<file path="config.mk">
export PLATFORM = sky130hd
export DESIGN_NAME = ebi_vram_arbiter_flat
export DESIGN_NICKNAME = d
export VERILOG_FILES = /design/src/rtl/ebi_vram_arbiter_if.sv /design/src/rtl/ebi_vram_arbiter.sv /design/src/flat_wrapper.sv
export SDC_FILE = /design/constraint.sdc
export NUM_CORES = 1
export LEC_CHECK = 0
export ABC_AREA = 1
export BUFFER_PORTS_ARGS = -buffer_cell sky130_fd_sc_hd__buf_2
export CORE_MARGIN = 2
export CORE_UTILIZATION = 55
export DETAILED_ROUTE_END_ITERATION = 16
export HOLD_SLACK_MARGIN = 0.02
export PLACE_DENSITY = 0.76
export SYNTH_ARGS = -nofsm -noshare
export SYNTH_HDL_FRONTEND = slang
export SYNTH_SLANG_ARGS = --single-unit
</file>
<file path="constraint.sdc">
create_clock -name clk_100m -period 3.2 [get_ports clk_100m]
set_input_delay 0.16 -clock clk_100m [delete_from_list [all_inputs] [get_ports clk_100m]]
set_output_delay 0.16 -clock clk_100m [all_outputs]
set_load 0.05 [all_outputs]
</file>
<file path="src/rtl/ebi_vram_arbiter_if.sv">
// Bundles the EBI pins, renderer read port and VRAM port of the VRAM arbiter.
// The slave side is the arbiter. The master side is the MCU/renderer/VRAM environment.
interface ebi_vram_arbiter_if #(
  parameter int ADDR_W     = 16,
  parameter int DATA_W     = 16,
  parameter int FIFO_DEPTH = 4
);
  localparam int LVL_W = $clog2(FIFO_DEPTH) + 1;

  logic [ADDR_W-1:0] EBI_AD;
  logic              EBI_ALE;
  logic              EBI_CS;
  logic              EBI_WE;

  logic              rd_req;
  logic [ADDR_W-1:0] rd_addr;
  logic              rd_gnt;
  logic              rd_valid;
  logic [DATA_W-1:0] rd_data;

  logic              mem_en;
  logic              mem_we;
  logic [ADDR_W-1:0] mem_addr;
  logic [DATA_W-1:0] mem_wdata;
  logic [DATA_W-1:0] mem_rdata;

  logic [LVL_W-1:0]  fifo_level;
  logic              wr_overflow;

  modport slave (
    input  EBI_AD, EBI_ALE, EBI_CS, EBI_WE,
    input  rd_req, rd_addr, mem_rdata,
    output rd_gnt, rd_valid, rd_data,
    output mem_en, mem_we, mem_addr, mem_wdata,
    output fifo_level, wr_overflow
  );

  modport master (
    output EBI_AD, EBI_ALE, EBI_CS, EBI_WE,
    output rd_req, rd_addr, mem_rdata,
    input  rd_gnt, rd_valid, rd_data,
    input  mem_en, mem_we, mem_addr, mem_wdata,
    input  fifo_level, wr_overflow
  );
endinterface

</file>
<file path="src/rtl/ebi_vram_arbiter.sv">
// Shares a single-port VRAM between the MCU EBI write path and the renderer's
// read port. EBI writes are synchronised, queued in a small FIFO and slotted
// into cycles the renderer leaves idle. A starvation counter forces a write
// through when the renderer has kept the port busy for too long.
module ebi_vram_arbiter #(
  parameter int ADDR_W       = 16,
  parameter int DATA_W       = 16,
  parameter int FIFO_DEPTH   = 4,
  parameter int STARVE_LIMIT = 8
) (
  input  logic               clk_100m,
  input  logic               btn_rst,
  ebi_vram_arbiter_if.slave  bus
);
  localparam int PTR_W = $clog2(FIFO_DEPTH);
  localparam int LVL_W = PTR_W + 1;
  localparam int CNT_W = $clog2(STARVE_LIMIT + 1);
  localparam int ENT_W = ADDR_W + DATA_W;

  localparam logic [LVL_W-1:0] FULL_LVL   = LVL_W'(FIFO_DEPTH);
  localparam logic [CNT_W-1:0] STARVE_MAX = CNT_W'(STARVE_LIMIT);

  function automatic logic [CNT_W-1:0] sat_inc(input logic [CNT_W-1:0] v);
    return (v == STARVE_MAX) ? v : v + 1'b1;
  endfunction

  logic              ale_p0, ale_p1, ale_p2;
  logic              cs_p0, cs_p1;
  logic              we_p0, we_p1, we_p2;
  logic [ADDR_W-1:0] ad_p0, ad_p1;
  logic              ale_fall, we_fall;
  logic [ADDR_W-1:0] addr_q;

  logic [ENT_W-1:0]  fifo_mem [FIFO_DEPTH];
  logic [PTR_W-1:0]  wr_idx, rd_idx;
  logic [LVL_W-1:0]  level;
  logic              overflow;
  logic              empty, full, push_ok;
  logic [ENT_W-1:0]  head;

  logic [CNT_W-1:0]  starve_cnt;
  logic              force_w, rd_gnt_p0, wr_go_p0;

  logic              mem_en_p1, mem_we_p1;
  logic [ADDR_W-1:0] mem_addr_p1;
  logic [DATA_W-1:0] mem_wdata_p1;
  logic              vld_p1, vld_p2;

  // ---- EBI synchronisers: stage 1/2 resolve metastability, stage 3 is the edge reference
  always_ff @(posedge clk_100m) begin
    if (btn_rst) begin
      ale_p0 <= 1'b1;
      ale_p1 <= 1'b1;
      ale_p2 <= 1'b1;
      cs_p0  <= 1'b1;
      cs_p1  <= 1'b1;
      we_p0  <= 1'b1;
      we_p1  <= 1'b1;
      we_p2  <= 1'b1;
      ad_p0  <= '0;
      ad_p1  <= '0;
    end else begin
      ale_p0 <= bus.EBI_ALE;
      ale_p1 <= ale_p0;
      ale_p2 <= ale_p1;
      cs_p0  <= bus.EBI_CS;
      cs_p1  <= cs_p0;
      we_p0  <= bus.EBI_WE;
      we_p1  <= we_p0;
      we_p2  <= we_p1;
      ad_p0  <= bus.EBI_AD;
      ad_p1  <= ad_p0;
    end
  end

  // Strobe edges only count while the chip is selected.
  assign ale_fall = ale_p2 & ~ale_p1 & ~cs_p1;
  assign we_fall  = we_p2 & ~we_p1 & ~cs_p1;

  // ---- Address latch: holds the last ALE-captured address for every following write
  always_ff @(posedge clk_100m) begin
    if (btn_rst) begin
      addr_q <= '0;
    end else if (ale_fall) begin
      addr_q <= ad_p1;
    end
  end

  // ---- Write FIFO: a push into a full queue survives only if the head leaves the same cycle
  assign empty   = (level == '0);
  assign full    = (level == FULL_LVL);
  assign push_ok = we_fall && (!full || wr_go_p0);
  assign head    = fifo_mem[rd_idx];

  always_ff @(posedge clk_100m) begin
    if (btn_rst) begin
      wr_idx   <= '0;
      rd_idx   <= '0;
      level    <= '0;
      overflow <= 1'b0;
    end else begin
      if (push_ok) begin
        wr_idx <= wr_idx + 1'b1;
      end
      if (wr_go_p0) begin
        rd_idx <= rd_idx + 1'b1;
      end
      case ({push_ok, wr_go_p0})
        2'b10:   level <= level + 1'b1;
        2'b01:   level <= level - 1'b1;
        default: level <= level;
      endcase
      if (we_fall && !push_ok) begin
        overflow <= 1'b1;
      end
    end
  end

  always_ff @(posedge clk_100m) begin
    if (push_ok) begin
      fifo_mem[wr_idx] <= {addr_q, DATA_W'(ad_p1)};
    end
  end

  // ---- Arbitration (cycle N): renderer wins unless a queued write has starved long enough
  always_comb begin
    force_w   = (starve_cnt == STARVE_MAX) && !empty;
    rd_gnt_p0 = bus.rd_req && !force_w;
    wr_go_p0  = !empty && !rd_gnt_p0;
  end

  always_ff @(posedge clk_100m) begin
    if (btn_rst) begin
      starve_cnt <= '0;
    end else if (empty || wr_go_p0) begin
      starve_cnt <= '0;
    end else if (rd_gnt_p0) begin
      starve_cnt <= sat_inc(starve_cnt);
    end
  end

  // ---- Memory port (cycle N+1) and read-valid return (cycle N+2)
  always_ff @(posedge clk_100m) begin
    if (btn_rst) begin
      mem_en_p1    <= 1'b0;
      mem_we_p1    <= 1'b0;
      mem_addr_p1  <= '0;
      mem_wdata_p1 <= '0;
      vld_p1       <= 1'b0;
      vld_p2       <= 1'b0;
    end else begin
      mem_en_p1 <= rd_gnt_p0 || wr_go_p0;
      mem_we_p1 <= wr_go_p0;
      vld_p1    <= rd_gnt_p0;
      vld_p2    <= vld_p1;
      if (rd_gnt_p0) begin
        mem_addr_p1 <= bus.rd_addr;
      end else if (wr_go_p0) begin
        mem_addr_p1  <= head[ENT_W-1:DATA_W];
        mem_wdata_p1 <= head[DATA_W-1:0];
      end
    end
  end

  assign bus.rd_gnt      = rd_gnt_p0;
  assign bus.rd_valid    = vld_p2;
  assign bus.rd_data     = bus.mem_rdata;
  assign bus.mem_en      = mem_en_p1;
  assign bus.mem_we      = mem_we_p1;
  assign bus.mem_addr    = mem_addr_p1;
  assign bus.mem_wdata   = mem_wdata_p1;
  assign bus.fifo_level  = level;
  assign bus.wr_overflow = overflow;

endmodule

</file>
<file path="src/flat_wrapper.sv">
// flat-port wrapper written by rule: the top's interface ports become plain ports
module ebi_vram_arbiter_flat 
#(
  parameter int ADDR_W       = 16,
  parameter int DATA_W       = 16,
  parameter int FIFO_DEPTH   = 4,
  parameter int STARVE_LIMIT = 8
)
  (clk_100m, btn_rst, bus_EBI_AD, bus_EBI_ALE, bus_EBI_CS, bus_EBI_WE, bus_rd_req, bus_rd_addr, bus_mem_rdata, bus_rd_gnt, bus_rd_valid, bus_rd_data, bus_mem_en, bus_mem_we, bus_mem_addr, bus_mem_wdata, bus_fifo_level, bus_wr_overflow);
  ebi_vram_arbiter_if #(.ADDR_W(ADDR_W), .DATA_W(DATA_W), .FIFO_DEPTH(FIFO_DEPTH)) bus_i ();
  input  logic clk_100m;
  input  logic btn_rst;
  input wire logic [$bits(bus_i.EBI_AD)-1:0] bus_EBI_AD;
  input wire logic [$bits(bus_i.EBI_ALE)-1:0] bus_EBI_ALE;
  input wire logic [$bits(bus_i.EBI_CS)-1:0] bus_EBI_CS;
  input wire logic [$bits(bus_i.EBI_WE)-1:0] bus_EBI_WE;
  input wire logic [$bits(bus_i.rd_req)-1:0] bus_rd_req;
  input wire logic [$bits(bus_i.rd_addr)-1:0] bus_rd_addr;
  input wire logic [$bits(bus_i.mem_rdata)-1:0] bus_mem_rdata;
  output wire logic [$bits(bus_i.rd_gnt)-1:0] bus_rd_gnt;
  output wire logic [$bits(bus_i.rd_valid)-1:0] bus_rd_valid;
  output wire logic [$bits(bus_i.rd_data)-1:0] bus_rd_data;
  output wire logic [$bits(bus_i.mem_en)-1:0] bus_mem_en;
  output wire logic [$bits(bus_i.mem_we)-1:0] bus_mem_we;
  output wire logic [$bits(bus_i.mem_addr)-1:0] bus_mem_addr;
  output wire logic [$bits(bus_i.mem_wdata)-1:0] bus_mem_wdata;
  output wire logic [$bits(bus_i.fifo_level)-1:0] bus_fifo_level;
  output wire logic [$bits(bus_i.wr_overflow)-1:0] bus_wr_overflow;
  assign bus_i.EBI_AD = bus_EBI_AD;
  assign bus_i.EBI_ALE = bus_EBI_ALE;
  assign bus_i.EBI_CS = bus_EBI_CS;
  assign bus_i.EBI_WE = bus_EBI_WE;
  assign bus_i.rd_req = bus_rd_req;
  assign bus_i.rd_addr = bus_rd_addr;
  assign bus_i.mem_rdata = bus_mem_rdata;
  assign bus_rd_gnt = bus_i.rd_gnt;
  assign bus_rd_valid = bus_i.rd_valid;
  assign bus_rd_data = bus_i.rd_data;
  assign bus_mem_en = bus_i.mem_en;
  assign bus_mem_we = bus_i.mem_we;
  assign bus_mem_addr = bus_i.mem_addr;
  assign bus_mem_wdata = bus_i.mem_wdata;
  assign bus_fifo_level = bus_i.fifo_level;
  assign bus_wr_overflow = bus_i.wr_overflow;
  ebi_vram_arbiter #(.ADDR_W(ADDR_W), .DATA_W(DATA_W), .FIFO_DEPTH(FIFO_DEPTH), .STARVE_LIMIT(STARVE_LIMIT)) u_core (.clk_100m(clk_100m), .btn_rst(btn_rst), .bus(bus_i));
endmodule
</file>
* Word level (Yosys, flattened, before mapping)
Memories as Yosys holds them, arrays and structs flattened. A register that Yosys moved wholly into a read port is not among the register bits.
Index checks and enable logic that the tools add are counted.
Widths: inputs -> output; s select.
** Storage, ports and cells
- Register bits :: 104
- Bits in writable memories :: 128
- Input port bits :: 54
- Output and inout port bits :: 56
- Logic and storage cells :: 67
- Memories kept :: 1
** Operators by class
- Add/subtract/negate cells :: 5
- Equal/unequal tests :: 4
- Muxes and demuxes :: 7
- Bitwise gates (word level) :: 9
- Reductions and logical operators :: 19
** Memories
- u_core.fifo_mem :: depth 4, bits a word 32, rd ports 1, clocked after memory_dff 1, wr ports 1, RTL line ebi_vram_arbiter.sv:34 : logic [ENT_W-1:0] fifo_mem [FIFO_DEPTH];
** Operator list (count)
- $mux 16 :: 2
- $pmux 3 s2 :: 1
- $logic_and 1x1->1 :: 5
- $logic_not 1->1 :: 5
- $not 1->1 :: 5
- $add 2x1->2 const B :: 2
- $add 4x1->4 const B :: 1
- $and 1x1->1 :: 4
- $eq 4x4->1 const B :: 1
- $mux 2 :: 2
- $reduce_and 2->1 :: 2
- $reduce_bool 2->1 :: 2
- $add 3x1->3 const B :: 1
- $eq 3x3->1 const B :: 1
- $logic_not 3->1 :: 1
- $logic_or 1x1->1 :: 3
- $sub 3x1->3 const B :: 1
- $eq 2x1->1 const B :: 1
- $eq 2x2->1 const B :: 1
- $mux 1 :: 2
- $reduce_or 2->1 :: 1

* Logic depth before layout (Yosys ltp)
- Depth after elaboration :: 11
- Gate-level depth with buffers :: 14
- Gate-level depth less buffers :: 14

* Least setup slack after synthesis
Ideal clock, no wire load.
- Kind :: reg2reg
- Start point :: register u_core.level[0] (netlist: u_core.bus.fifo_level[0])
- End point :: memory u_core.fifo_mem[0][0] (netlist bit), enable pin
- Library setup time :: 421 ps
- Data arrival time :: 2469 ps
- Data required time :: 2779 ps
- Slack :: 310 ps
- Stages on the path, launching flop included :: 5
- Path buffers :: 0
- Clock period less this slack :: 2890 ps
- Cells stage by stage :: dfxtp_1 > inv_2 > nand3_1 > o21ai_2 > nor2_1
** Between the ends
- Cells in the longest elaborated chain, start to end :: 11
- Elaborated cells between the ends (all ways) :: 13
- Classes of those cells :: eq/ne: 1; mux: 2; reduce/logical: 10
** RTL lines
- start: declaration :: RTL line ebi_vram_arbiter.sv:36 : logic [LVL_W-1:0] level;
- start signal: assignment :: RTL line ebi_vram_arbiter.sv:109 : 2'b10: level <= level + 1'b1;
- start signal: assignment :: RTL line ebi_vram_arbiter.sv:110 : 2'b01: level <= level - 1'b1;
- start signal: assignment :: RTL line ebi_vram_arbiter.sv:111 : default: level <= level;
- $logic_not 3->1 :: RTL line ebi_vram_arbiter.sv:90 : assign empty = (level == '0);
- $logic_not 1->1 :: RTL line ebi_vram_arbiter.sv:127, ebi_vram_arbiter.sv:129
- $logic_and 1x1->1 :: RTL line ebi_vram_arbiter.sv:127 : force_w = (starve_cnt == STARVE_MAX) && !empty;
- $logic_not 1->1 :: RTL line ebi_vram_arbiter.sv:128 : rd_gnt_p0 = bus.rd_req && !force_w;
- $logic_and 1x1->1 :: RTL line ebi_vram_arbiter.sv:128
- $logic_not 1->1 :: RTL line ebi_vram_arbiter.sv:129 : wr_go_p0 = !empty && !rd_gnt_p0;
- $logic_and 1x1->1 :: RTL line ebi_vram_arbiter.sv:129
- $logic_or 1x1->1 * :: RTL line ebi_vram_arbiter.sv:92 : assign push_ok = we_fall && (!full || wr_go_p0);
- $logic_and 1x1->1 * :: RTL line ebi_vram_arbiter.sv:92
- $mux 1 * :: RTL line ebi_vram_arbiter.sv:120 : if (push_ok) begin
- $mux 1 (implied by the code) * :: RTL line ebi_vram_arbiter.sv:121 : fifo_mem[wr_idx] <= {addr_q, DATA_W'(ad_p1)};
- end: declaration :: RTL line ebi_vram_arbiter.sv:34
Every way passes the cells marked *; elsewhere a longest branch is shown, timed or not.

* Final worst setup path
- Start point :: register u_core.starve_cnt[0]
- End point :: output port bus_rd_gnt
** Between the ends
- Cells in the longest elaborated chain, start to end :: 4
** RTL lines
- start: declaration :: RTL line ebi_vram_arbiter.sv:41 : logic [CNT_W-1:0] starve_cnt;
- start signal: assignment :: RTL line ebi_vram_arbiter.sv:138 : starve_cnt <= sat_inc(starve_cnt);
- $eq 4x4->1 :: RTL line ebi_vram_arbiter.sv:127
- $logic_and 1x1->1 :: RTL line ebi_vram_arbiter.sv:127
- $logic_not 1->1 :: RTL line ebi_vram_arbiter.sv:128
- $logic_and 1x1->1 :: RTL line ebi_vram_arbiter.sv:128
- end: declaration :: RTL line flat_wrapper.sv:20 : output wire logic [$bits(bus_i.rd_gnt)-1:0] bus_rd_gnt;
No other way between the ends.

==> reports/metrics.cfg <==
[status]
outcome = finished clean

[place]
hpwl_um = 9740
io_buffer_count = 77
place.gp.congestion = 0.784

[floorplanning]
die_area_um2 = 16700
core_area_um2 = 15300
rows = 45
start_util = 0.566
die_w_um = 129
pin_count = 110
die_h_um = 129

[yosys]
syn_inst = 785
syn_area_um2 = 8640
yosys_warnings = 0
yosys.area.top_type = edfxtp_1
seq_area_frac_synth = 0.691
synth_top_cell_area_share = 0.445
ys_ff_latch = 234
syn-num-nets = 846
synth.avg_cell_area_um2 = 11.0
netlist_top_cells_area = edfxtp_1 45%, dfxtp_1 25%, nor2_1 8.3%, o21ai_0 5.6%, o211ai_1 2.5%
post_synth_num_cell_types = 34

[final_layout]
drive_above_1_share = 0.170
final_common_cell = nor2_1
antenna_cells = 0
final_nets = 939
area_growth_pct = 17.8
most-common-layout-cells = 186 x nor2_1, 128 x edfxtp_1, 105 x dfxtp_1

[cts]
postCtsSetupBuffers = 0
clock_latency_ps = 530
cts_root_buf = clkbuf_16
clk_pin_slew_ps = 60
cts_made_buffers = 24
cts_resized = 0
clock_path_buffers = 3
cts_tree = built
h-tree-depth = 1
holdBufCountCts = 35
clkSinkCount = 234

[sta]
skew_ps = 29.1
min_period_ps = 2290
max_clock_freq_mhz = 436
setup_viol = 0
max_slew.worst_pin.slew_ps = 920
slew_headroom = 0.387
finalHoldViolCount = 0
whs_ps = 124
period_share = 0.717
report.final.slew_viol_count = 0
fin_tns_setup_ps = 0
rsz0062_at_grt = false

[power_and_ir_drop]
p_per_area_nw_per_um2 = 763
power_mw = 7.77
power_leakage_nw = 4.08
ir_worst_vdd_v = 0.000507

[global_route]
overflow = 0
grt.total_usage = 0.197
grt_max_degree = 67
grt_pass1_vias = 5471
grt_pass1_wl_um = 26200
antenna_found_initial = 0

[detailed_routing]
routedWlPerCell_um = 15.0
routed_wl_um = 16600
via_count = 5676
drc = 0
ant_nets = 0
drt-vias-per-instance = 5.13
first_pass_iters = 5
drtIter0Drc = 364

[worst_setup_path]
arrival_ps = 2130
path_class = flop to primary output
cp_cell_sequence = inv_1 > ha_1 > nand2_1 > nor2_1 > nand2_1 > nand2_2 > inv_1 > buf_2
crit_required_ps = 3040
crit_slowest_cell = dfxtp_1
reg2reg_slack_ps = 1020
cp-start-kind = flop
cpPeakStageDelay_ps = 350
worst-path-max-fanout = 33
endpoint_kind = primary output

[worst_hold_path]
hp-class = input port to flop

[job]
cap_viol_max_count = 0

per-layer routing:
metal / vias up / wire (um) / global-route usage
li1: 2819 / - / -
met2: 167 / 7810 / 0.342
met5: - / 0 / 0
met1: 2661 / 7560 / 0.261
met4: 0 / 293 / 0.0467
met3: 29 / 960 / 0.0347
final timing paths:
check	end	depth (start not counted)	startpoint
worst max-delay path	bus_rd_gnt	8	u_core.starve_cnt[0]$_SDFFE_PP0P_
worst min-delay path	u_core.bus.mem_we$_SDFF_PP0_	4	bus_rd_req
worst max register to register	u_core.bus.fifo_level[2]$_SDFFE_PP0P_	13	u_core.starve_cnt[0]$_SDFFE_PP0P_
worst min register to register	u_core.ad_p1[11]$_SDFF_PP0_	2	u_core.ad_p0[11]$_SDFF_PP0_
power by group:
group	switching [mW]	total [mW]	internal (mW)
sequential	0.123	3.47	3.35
combinational	1.19	1.60	0.407
clock	1.10	2.70	1.60
total	2.41	7.77	5.35
layout make-up:
class	instances	area, um^2
Clock inverter	6	73.8
Multi-Input combinational cell	432	2100
Sequential cell	234	5970
Fill cell	1072	5080
Timing Repair Buffer	122	823
Tap cell	211	264
Inverter	64	243
Clock buffer	38	704
logic make-up after synthesis:
group | share of synthesized area
adder cells (fa/ha/maj) | 0.0110
AO/OA/AOI/OAI | 0.106
AND/OR/NAND/NOR | 0.125
flip-flops | 0.691
buffers and inverters | 0.0674
metrics by stage:
stage / utilization / cells / cell area [um^2] / setup slack (ps)
final: 0.667 / 1107 / 10200 / 905
after global routing: 0.667 / 1107 / 10200 / 707
after CTS: 0.667 / 1107 / 10200 / 864
after detailed placement: 0.593 / 1028 / 9050 / 1050
after global placement: 0.593 / 1028 / 9050 / 1140
after floorplan: - / 785 / 8640 / 310
state kept, by name (all words and copies together) (netlist names), 2 cells and up, named ones only:
name                   count
u_core.fifo_mem          128
u_core.starve_cnt          4
u_core.bus.mem_wdata      16
u_core.wr_idx              2
u_core.rd_idx              2
u_core.bus.mem_addr       16
u_core.ad_p0              16
u_core.addr_q             16
u_core.ad_p1              16
u_core.bus.fifo_level      3
synthesized netlist by cell type:
cell	count
o21a_1	1
nand2_2	3
o21ai_2	1
nand3_1	9
nor2_4	1
inv_2	8
inv_4	1
o21ai_0	97
nor2_1	190
o211ai_1	29
fa_1	1
buf_1	3
buf_6	5
nor3_1	2
or2_4	1
edfxtp_1	128
and3_1	1
buf_4	21
nand3_4	1
o21ai_1	3
nand2_1	45
dfxtp_1	106
inv_1	55
clkbuf_1	13
o21bai_1	3
nand2_4	1
a31oi_1	16
or2_1	1
nand4_1	2
buf_2	13
ha_1	6
o211ai_2	1
or2_2	8
a21oi_1	9
worst max-delay path: cells and delay by family, from the launching register on:
| family | cells | cell delay, ps |
|---|---|---|
| simple gates | 4 | 520 |
| flops | 1 | 350 |
| buf+inv | 3 | 540 |
| fa+ha+maj | 1 | 210 |
(Power assumes the default switching activity.)
